==> config.mk <==
export PLATFORM = sky130hd
export DESIGN_NAME = joystick_spi_reader
export DESIGN_NICKNAME = d
export VERILOG_FILES = /design/src/rtl/joystick_spi_reader.sv
export SDC_FILE = /design/constraint.sdc
export NUM_CORES = 1
export LEC_CHECK = 0
export CELL_PAD_IN_SITES_DETAIL_PLACEMENT = 0
export CELL_PAD_IN_SITES_GLOBAL_PLACEMENT = 1
export CORE_ASPECT_RATIO = 1.1
export CORE_UTILIZATION = 30
export CTS_CLUSTER_DIAMETER = 150
export CTS_CLUSTER_SIZE = 8
export DETAILED_ROUTE_END_ITERATION = 8
export PLACE_DENSITY = 0.61
export SYNTH_ARGS = -nofsm -noshare
export SYNTH_HDL_FRONTEND = slang
export SYNTH_SLANG_ARGS = --single-unit
export TNS_END_PERCENT = 50
==> constraint.sdc <==
create_clock -name clk -period 2.6 [get_ports clk]
set_input_delay 0.52 -clock clk [delete_from_list [all_inputs] [get_ports clk]]
set_output_delay 0.52 -clock clk [all_outputs]
set_load 0.005 [all_outputs]
==> src/rtl/joystick_spi_reader.sv <==
`default_nettype none
// ============================================================================
//  Module      : joystick_spi_reader
//  Description : Mode-0 SPI master that polls a PmodJSTK-style joystick once
//                per sample period. Sends a 5-byte command frame (LED bits in
//                byte 0) and assembles 10-bit X/Y deflection plus 3 button
//                bits from the 5-byte reply.
//  Revision    : 1.0  initial release
// ============================================================================
module joystick_spi_reader #(
    parameter int SCLK_DIV      = 50,
    parameter int SS_SETUP      = 1500,
    parameter int BYTE_GAP      = 1000,
    parameter int SAMPLE_PERIOD = 1_000_000
) (
    input  logic       clk,
    input  logic       clr_n,
    input  logic [1:0] led,
    input  logic       miso,
    output logic       sclk,
    output logic       mosi,
    output logic       ss,
    output logic [9:0] joy_x,
    output logic [9:0] joy_y,
    output logic [2:0] buttons,
    output logic       sample_valid,
    output logic       busy
);

    // Counter widths; a parameter of 1 still gets a 1-bit counter.
    localparam int c_PW = (SAMPLE_PERIOD > 1) ? $clog2(SAMPLE_PERIOD) : 1;
    localparam int c_WS = (SS_SETUP > 1) ? $clog2(SS_SETUP) : 1;
    localparam int c_WD = (SCLK_DIV > 1) ? $clog2(SCLK_DIV) : 1;
    localparam int c_WG = (BYTE_GAP > 1) ? $clog2(BYTE_GAP) : 1;
    localparam int c_WSD = (c_WS > c_WD) ? c_WS : c_WD;
    localparam int c_W  = (c_WSD > c_WG) ? c_WSD : c_WG;

    localparam logic [c_PW-1:0] c_P_LAST     = c_PW'(SAMPLE_PERIOD - 1);
    localparam logic [c_W-1:0]  c_SETUP_LAST = c_W'(SS_SETUP - 1);
    localparam logic [c_W-1:0]  c_DIV_LAST   = c_W'(SCLK_DIV - 1);
    localparam logic [c_W-1:0]  c_GAP_LAST   = c_W'(BYTE_GAP - 1);

    localparam logic [2:0] S_IDLE  = 3'd0;
    localparam logic [2:0] S_SETUP = 3'd1;
    localparam logic [2:0] S_SHIFT = 3'd2;
    localparam logic [2:0] S_GAP   = 3'd3;
    localparam logic [2:0] S_DONE  = 3'd4;

    logic [2:0]      r_state;
    logic [2:0]      w_state_nxt;
    logic [c_PW-1:0] r_period;
    logic [c_W-1:0]  r_cnt;
    logic            r_phase;      // sclk level inside SHIFT
    logic [2:0]      r_bit_idx;
    logic [2:0]      r_byte_idx;
    logic [1:0]      r_led;
    logic [7:0]      r_rx_shift;
    logic [7:0]      r_b0;
    logic [1:0]      r_b1;
    logic [7:0]      r_b2;
    logic [1:0]      r_b3;

    logic       w_wrap;
    logic       w_setup_end;
    logic       w_half_end;
    logic       w_gap_end;
    logic       w_bit_end;
    logic       w_last_bit;
    logic       w_last_byte;
    logic [7:0] w_tx_byte;

    assign w_wrap      = (r_period == c_P_LAST);
    assign w_setup_end = (r_cnt == c_SETUP_LAST);
    assign w_half_end  = (r_cnt == c_DIV_LAST);
    assign w_gap_end   = (r_cnt == c_GAP_LAST);
    assign w_bit_end   = w_half_end && r_phase;
    assign w_last_bit  = (r_bit_idx == 3'd0);
    assign w_last_byte = (r_byte_idx == 3'd4);
    assign w_tx_byte   = (r_byte_idx == 3'd0) ? {6'b100000, r_led} : 8'h00;

    // Bus outputs decode directly from state so reset forces them at once.
    assign ss           = !((r_state == S_SETUP) || (r_state == S_SHIFT) || (r_state == S_GAP));
    assign sclk         = (r_state == S_SHIFT) && r_phase;
    assign mosi         = (r_state == S_SHIFT) && w_tx_byte[r_bit_idx];
    assign sample_valid = (r_state == S_DONE);
    assign busy         = (r_state != S_IDLE);

    // State register.
    always_ff @(posedge clk or negedge clr_n) begin
        if (!clr_n) begin
            r_state <= S_IDLE;
        end else begin
            r_state <= w_state_nxt;
        end
    end

    // Next-state logic; a period wrap outside IDLE is simply ignored.
    always_comb begin
        w_state_nxt = r_state;
        case (r_state)
            S_IDLE:  if (w_wrap) w_state_nxt = S_SETUP;
            S_SETUP: if (w_setup_end) w_state_nxt = S_SHIFT;
            S_SHIFT: if (w_bit_end && w_last_bit) w_state_nxt = w_last_byte ? S_DONE : S_GAP;
            S_GAP:   if (w_gap_end) w_state_nxt = S_SHIFT;
            S_DONE:  w_state_nxt = S_IDLE;
            default: w_state_nxt = S_IDLE;
        endcase
    end

    // Period counter, bit timing, receive staging and output update.
    always_ff @(posedge clk or negedge clr_n) begin
        if (!clr_n) begin
            r_period   <= '0;
            r_cnt      <= '0;
            r_phase    <= 1'b0;
            r_bit_idx  <= 3'd0;
            r_byte_idx <= 3'd0;
            r_led      <= 2'b00;
            r_rx_shift <= 8'h00;
            r_b0       <= 8'h00;
            r_b1       <= 2'b00;
            r_b2       <= 8'h00;
            r_b3       <= 2'b00;
            joy_x      <= 10'd512;
            joy_y      <= 10'd512;
            buttons    <= 3'b000;
        end else begin
            r_period <= w_wrap ? '0 : r_period + 1'b1;
            case (r_state)
                S_IDLE: begin
                    r_cnt   <= '0;
                    r_phase <= 1'b0;
                    if (w_wrap) begin
                        r_led      <= led;
                        r_byte_idx <= 3'd0;
                        r_bit_idx  <= 3'd7;
                    end
                end
                S_SETUP: begin
                    r_cnt <= w_setup_end ? '0 : r_cnt + 1'b1;
                end
                S_SHIFT: begin
                    if (w_half_end) begin
                        r_cnt   <= '0;
                        r_phase <= ~r_phase;
                        if (!r_phase) begin
                            // sclk rising edge: capture the slave's bit.
                            r_rx_shift <= {r_rx_shift[6:0], miso};
                        end else if (w_last_bit) begin
                            r_bit_idx <= 3'd7;
                            case (r_byte_idx)
                                3'd0: r_b0 <= r_rx_shift;
                                3'd1: r_b1 <= r_rx_shift[1:0];
                                3'd2: r_b2 <= r_rx_shift;
                                3'd3: r_b3 <= r_rx_shift[1:0];
                                3'd4: begin
                                    joy_x   <= {r_b1, r_b0};
                                    joy_y   <= {r_b3, r_b2};
                                    buttons <= r_rx_shift[2:0];
                                end
                                default: ;
                            endcase
                        end else begin
                            r_bit_idx <= r_bit_idx - 1'b1;
                        end
                    end else begin
                        r_cnt <= r_cnt + 1'b1;
                    end
                end
                S_GAP: begin
                    if (w_gap_end) begin
                        r_cnt      <= '0;
                        r_byte_idx <= r_byte_idx + 1'b1;
                    end else begin
                        r_cnt <= r_cnt + 1'b1;
                    end
                end
                default: begin
                    r_cnt <= '0;
                end
            endcase
        end
    end

endmodule
`default_nettype wire

-- Yosys cells after proc, flatten, opt, wreduce, memory -nomap -nowiden
Index checks and enable logic that the tools add are counted.
- register bits: 94
- input port bits: 5
- output and inout bits: 28
- word-level logic and storage cells: 87
- add/subtract/negate cells: 4
- $lt $le $gt $ge: 1
- equality and inequality tests: 18
- multiplexer cells: 24
- bitwise logic cells: 1
- reduce and logical (&&, ||, !) cells: 24
- operators by type and width (cell ; count):
    $mux W11 ; 3
    $mux W3 ; 11
    $pmux W11 S3 ; 1
    $reduce_and A5 Y1 ; 5
    $add A20 B1 Y20 const B ; 1
    $eq A20 B20 Y1 const B ; 1
    $mux W20 ; 1
    $eq A3 B2 Y1 const B ; 4
    $pmux W3 S2 ; 2
    $pmux W3 S4 ; 1
    $add A11 B1 Y11 const B ; 1
    $eq A11 B10 Y1 const B ; 1
    $eq A11 B11 Y1 const B ; 1
    $eq A11 B6 Y1 const B ; 1
    $ne A2 B2 Y1 const B ; 5
    $logic_not A3 Y1 ; 3
    $mux W8 ; 1
    $reduce_and A4 Y1 ; 2
    $eq A3 B1 Y1 const B ; 2
    $eq A3 B3 Y1 const B ; 2
    $reduce_and A3 Y1 ; 2
    $logic_and A1 B1 Y1 ; 4
    $lt A3 B4 Y1 const B ; 1
    $reduce_and A2 Y1 ; 2
    11 further kinds ; 14

-- Logic depth before layout (Yosys ltp)
- depth after elaboration: 5
- depth in mapped cells: 8
- depth with buffers taken out: 7

-- Worst setup path before layout
No wires, ideal clock.
- path type: flip-flop to flip-flop
- start point: reg r_cnt[2]
- end point: reg buttons[0]
- library setup time: 0.125 ns
- arrival: 2.043 ns
- required time: 2.475 ns
- slack: 0.432 ns
- cell stages (with the launch flop): 8
- buffers on the path: 3
- period minus slack after synthesis: 2.168 ns
- path through: dfrtp_1 clkbuf_1 nor4b_2 and3_1 clkbuf_1 nand4_4 buf_6 mux2_4
- longest elaborated chain between the ends: 2
- ends and longest elaborated chain (element ; line ; source):
    from (decl) ; 52 ; logic [c_W-1:0] r_cnt;
    from (signal assigned) ; 140 ; r_cnt <= w_setup_end ? '0 : r_cnt + 1'b1;
    from (signal assigned) ; 167 ; r_cnt <= r_cnt + 1'b1;
    from (signal assigned) ; 175 ; r_cnt <= r_cnt + 1'b1;
    $eq A11 B6 Y1 ; 74 ; assign w_half_end = (r_cnt == c_DIV_LAST);
    $reduce_and A5 Y1 (no source line) ; n/a ;
    to (signal assigned) ; 159 ; buttons <= r_rx_shift[2:0];
    to (decl) ; 25 ; output logic [2:0] buttons,
Every way passes these cells.
A chain may end at the register's enable or synchronous reset.

-- Worst setup path after layout
- start point: reg r_state[2]
- end point: out sclk
- longest elaborated chain between the ends: 2
- ends and longest elaborated chain (element ; line ; source):
    from (decl) ; 49 ; logic [2:0] r_state;
    from (signal assigned) ; 93 ; r_state <= w_state_nxt;
    $eq A3 B2 Y1 ; 83 ; assign sclk = (r_state == S_SHIFT) && r_phase;
    $logic_and A1 B1 Y1 ; 83 ;
    to (decl) ; 20 ; output logic sclk,
Every way passes these cells.

==> run_summary.xml <==
<?xml version="1.0" encoding="UTF-8"?>
<metrics>
  <group name="pwr">
    <metric name="switching_share" unit="%">22.0</metric>
    <metric name="seq_power_share" unit="%">53.8</metric>
    <metric name="power.net_switching" unit="mW">0.599</metric>
    <metric name="power.share.combinational" unit="%">1.4</metric>
    <metric name="proportion_of_power_drawn_by_the_clock_network" unit="%">44.8</metric>
    <metric name="cellLeakagePower" unit="nW">2.40</metric>
    <metric name="vdd_drop_max" unit="mV">0.287</metric>
    <metric name="power_density" unit="nW/um2">530</metric>
    <metric name="cellInternalPower" unit="mW">2.12</metric>
  </group>
  <group name="cells_and_area">
    <metric name="final_layout_size_suffix_gt1_share" unit="%">24.0</metric>
    <metric name="area_growth" unit="%">20.5</metric>
    <metric name="layout.nets" unit="">398</metric>
    <metric name="stdcell_area" unit="um2">5130</metric>
    <metric name="insertedDiodeCount" unit="">0</metric>
    <metric name="final-instance-count-excl-fill" unit="">575</metric>
  </group>
  <group name="routing">
    <metric name="detail_route.drc_violations" unit="">0</metric>
    <metric name="route.vias.total" unit="">2630</metric>
    <metric name="ant_nets" unit="">0</metric>
    <metric name="post_drt_wl_per_cell" unit="um">13.4</metric>
    <metric name="detail_route.wirelength" unit="um">7710</metric>
    <metric name="drtPass1Iterations" unit="">4</metric>
    <metric name="initial_drc_count" unit="">127</metric>
    <metric name="route.detailed.vias_per_inst" unit="">4.57</metric>
  </group>
  <group name="synth">
    <metric name="postSynthRegisterBits" unit="">94</metric>
    <metric name="synth_edf_count" unit="">0</metric>
    <metric name="synth_top_flop_cell" unit="">sky130_fd_sc_hd__dfrtp_1</metric>
    <metric name="post-synth-top-area-cell" unit="">sky130_fd_sc_hd__dfrtp_1</metric>
    <metric name="synth_area_per_cell" unit="um2">12.6</metric>
    <metric name="synthesis.yosys.warnings" unit="">0</metric>
    <metric name="synth-seq-area-share" unit="%">55.3</metric>
    <metric name="count_of_mapped_cells_out_of_synthesis" unit="">337</metric>
    <metric name="synth_area" unit="um2">4260</metric>
    <metric name="synth.top_cell.area_share" unit="%">54.1</metric>
    <metric name="post_synth_main_area_contributors" unit="">sky130_fd_sc_hd__dfrtp_1 54%, sky130_fd_sc_hd__mux2_2 9.3%, sky130_fd_sc_hd__mux2_4 7.1%</metric>
    <metric name="mappedNetlistNets" unit="">352</metric>
    <metric name="yosys.cell_types.count" unit="">42</metric>
    <metric name="async_reset_ff_share" unit="%">100</metric>
  </group>
  <group name="clock_tree">
    <metric name="postCtsHoldBufs" unit="">0</metric>
    <metric name="cts_num_sinks" unit="">94</metric>
    <metric name="cts-root-buf" unit="">sky130_fd_sc_hd__clkbuf_16</metric>
    <metric name="cts_max_level" unit="">3</metric>
    <metric name="cts_buffers" unit="">9</metric>
    <metric name="clk_pin_slew_worst_paths" unit="ns">0.07</metric>
    <metric name="worstSkewPairLatency" unit="ns">0.34</metric>
    <metric name="tritoncts_clock_tree" unit="">yes</metric>
    <metric name="clockBufferDepth" unit="">2</metric>
  </group>
  <group name="global_routing">
    <metric name="grt_max_degree" unit="">40</metric>
    <metric name="grt_util_met2" unit="%">18.8</metric>
    <metric name="globalRoute.totalOverflow" unit="">0</metric>
    <metric name="globalRouteTotalUtil" unit="%">11.9</metric>
    <metric name="antenna_found_initial" unit="">0</metric>
    <metric name="grtUsageMet3" unit="%">3.68</metric>
    <metric name="grt.met1_usage" unit="%">15.5</metric>
    <metric name="globalRoute.busiestLayer" unit="">met2</metric>
    <metric name="first_global_vias" unit="">2704</metric>
    <metric name="grt_first_pass_wirelength" unit="um">13600</metric>
  </group>
  <group name="worst_setup_path">
    <metric name="critPathKind" unit="">reg -&gt; out</metric>
    <metric name="cp.required" unit="ns">2.08</metric>
    <metric name="worst-path-buf-inv" unit="">1</metric>
    <metric name="critPathMaxFanout" unit="">7</metric>
    <metric name="crit_path_leading_delay_family" unit="">simple AND/OR/NAND/NOR gates</metric>
    <metric name="worstPathArrival" unit="ns">1.95</metric>
    <metric name="worst_path_max_delay_cell" unit="">sky130_fd_sc_hd__clkdlybuf4s50_1</metric>
    <metric name="worst_setup_path_start_kind" unit="">register</metric>
    <metric name="worst_setup_path_end_kind" unit="">primary output</metric>
    <metric name="timing.critical_path.slowest_cell_delay" unit="ns">0.52</metric>
    <metric name="crit_path_cell_trace" unit="">or3b_1, nor2_2, clkdlybuf4s50_1</metric>
  </group>
  <group name="floorplan">
    <metric name="floorplan.io_pins" unit="">33</metric>
    <metric name="initial_core_util" unit="%">30.7</metric>
    <metric name="core_area" unit="um2">13900</metric>
    <metric name="die_y" unit="um">127</metric>
    <metric name="fp.dieW" unit="um">116</metric>
    <metric name="num_rows" unit="">45</metric>
    <metric name="floorplan.die_area" unit="um2">14700</metric>
  </group>
  <group name="sta">
    <metric name="final.period_utilization" unit="%">95.1</metric>
    <metric name="rsz0062_at_grt" unit="">no</metric>
    <metric name="hold_violations" unit="">0</metric>
    <metric name="final.hold.worst_slack" unit="ns">0.145</metric>
    <metric name="finalWorstSetupSlack" unit="ns">0.129</metric>
    <metric name="period_needed" unit="ns">2.47</metric>
    <metric name="slew_at_the_pin_with_the_worst_max_slew_slack" unit="ns">0.538</metric>
    <metric name="setup_violations" unit="">0</metric>
    <metric name="tns" unit="ns">0</metric>
    <metric name="maxSlewViolCount" unit="">0</metric>
    <metric name="slew_headroom" unit="%">63.9</metric>
    <metric name="max_freq" unit="MHz">405</metric>
    <metric name="fin_worst_skew" unit="ns">0.00750</metric>
  </group>
  <group name="place">
    <metric name="finalWeightedCongestion" unit="">0.742</metric>
    <metric name="post-place-ws" unit="ns">0.215</metric>
    <metric name="port-buffer-count" unit="">32</metric>
    <metric name="place.detailed.instances" unit="">560</metric>
    <metric name="post_dp_cell_area" unit="um2">4850</metric>
    <metric name="dp.final_hpwl" unit="um">5570</metric>
  </group>
  <group name="job">
    <metric name="cap_viol_max_count" unit="">0</metric>
  </group>
  <group name="status">
    <metric name="run_status" unit="">complete, no violations</metric>
  </group>
  <group name="hold_path">
    <metric name="worstHoldPathType" unit="">in -&gt; async</metric>
  </group>
</metrics>
## metrics by stage
| step | power [mW] | utilization, % |
|---|---|---|
| 6_report | 2.72 | 37.0 |
| 5_1_grt | 2.83 | 37.0 |
| 4_1_cts | 2.76 | 37.0 |
| 3_5_place_dp | 1.53 | 35.0 |
| 3_3_place_gp | 1.53 | 35.0 |
| 2_1_floorplan | 1.49 | - |
## power groups by stage
stage	registers [mW]	logic, mW	clock network, mW
after floorplan	1.49	0.0000389	0
after global placement	1.49	0.0409	0
after detailed placement	1.49	0.0416	0
after CTS	1.46	0.0419	1.26
after global routing	1.46	0.0460	1.33
final	1.46	0.0383	1.22
## sequential cells by signal (all words and copies together) (netlist names), 3 cells and up
register / cells
r_period: 20
joy_y: 10
r_byte_idx: 3
buttons: 3
joy_x: 10
r_rx_shift: 8
r_state: 3
r_b2: 8
r_bit_idx: 3
r_b0: 8
r_cnt: 11
## area by class of cell
cell class	instances	area, um2
clock inverter	6	46.3
tap	188	235
timing repair buffer	42	404
inverter	9	33.8
clock buffer	9	225
multi-input combinational	227	1830
fill	1376	8720
sequential	94	2350
## what timing repair did
action | CTS | global route
pin swaps | 1 | 0
gates resized for setup | 3 | 1
setup endpoints to repair | 1 | 1
setup buffers | 0 | 0
## cells in the mapped netlist, types with 7 or more instances
library cell and number:
sky130_fd_sc_hd__and3_1 8, sky130_fd_sc_hd__dfrtp_1 92, sky130_fd_sc_hd__ha_1 10, sky130_fd_sc_hd__inv_1 9, sky130_fd_sc_hd__mux2_2 35, sky130_fd_sc_hd__mux2_4 20, sky130_fd_sc_hd__nand2_1 15, sky130_fd_sc_hd__nand3_1 20
sky130_fd_sc_hd__nor2_1 29, sky130_fd_sc_hd__nor3_1 7, sky130_fd_sc_hd__o21ai_0 14, sky130_fd_sc_hd__xnor2_1 10, sky130_fd_sc_hd__xor2_1 13
## worst paths after layout
| path | end | slack [ns] | start | cells after the start |
|---|---|---|---|---|
| max | sclk | 0.13 | r_state[2] | 3 |
| min | joy_y[4] | 0.15 | clr_n | 1 |
| max reg2reg | r_rx_shift[5] | 0.22 | r_state[2] | 5 |
| min reg2reg | r_period[19] | 0.47 | r_period[19] | 1 |
| max in group asynchronous | joy_x[9] | 1.80 | clr_n | 2 |
| min in group clk | r_period[19] | 0.47 | r_period[19] | 1 |
## kinds of logic (layout without fill, tap and decap cells)
family	after synthesis	count (layout)	synth area share, %
muxes	57	57	16.8
adders and majority gates	10	10	2.94
AOI/OAI and AO/OA	26	26	3.47
DFF	94	94	55.3
xor gates and xnor gates	23	23	4.73
and+or+nand+nor	111	111	14.9
buffers and inverters	16	66	1.85
## worst reg2reg max path, cell delays in order (launching register included)
cell                      delay, ns
sky130_fd_sc_hd__dfrtp_1       0.44
sky130_fd_sc_hd__or3b_1        0.47
sky130_fd_sc_hd__nor4_4        0.55
sky130_fd_sc_hd__nand2_2       0.20
sky130_fd_sc_hd__nor2_4        0.24
sky130_fd_sc_hd__mux2_2        0.37
## layout by cell type (no fill, tap or decap), drive strengths merged, types with 2 or more instances in the layout
| cell | count |
|---|---|
| buf | 11 |
| nand3b | 2 |
| o21bai | 3 |
| nor4b | 3 |
| nor4 | 2 |
| or3b | 2 |
| dfrtp | 92 |
| nor4bb | 2 |
| and3 | 8 |
| nor2b | 4 |
| nand4 | 6 |
| ha | 10 |
| and4 | 3 |
| dfstp | 2 |
| nand3 | 21 |
| a21oi | 4 |
| mux2 | 55 |
| a31oi | 2 |
| xnor2 | 10 |
| o21ai | 14 |
| clkinv | 2 |
| nor3b | 2 |
| xor2 | 13 |
| mux2i | 2 |
| or3 | 2 |
| clkdlybuf4s50 | 30 |
| inv | 11 |
| nand2 | 16 |
| nor3 | 7 |
| clkinvlp | 2 |
| clkbuf | 9 |
| nor2 | 30 |
## metal layers
| layer | routed length, um | up-vias | part of all wire, % |
|---|---|---|---|
| li1 | - | 1282 | - |
| met1 | 3640 | 1299 | 47 |
| met2 | 3630 | 41 | 47 |
| met3 | 331 | 8 | 4.3 |
| met4 | 108 | 0 | 1.4 |
| met5 | 0 | - | 0 |
No activity file was read; power rests on OpenSTA's default activity.
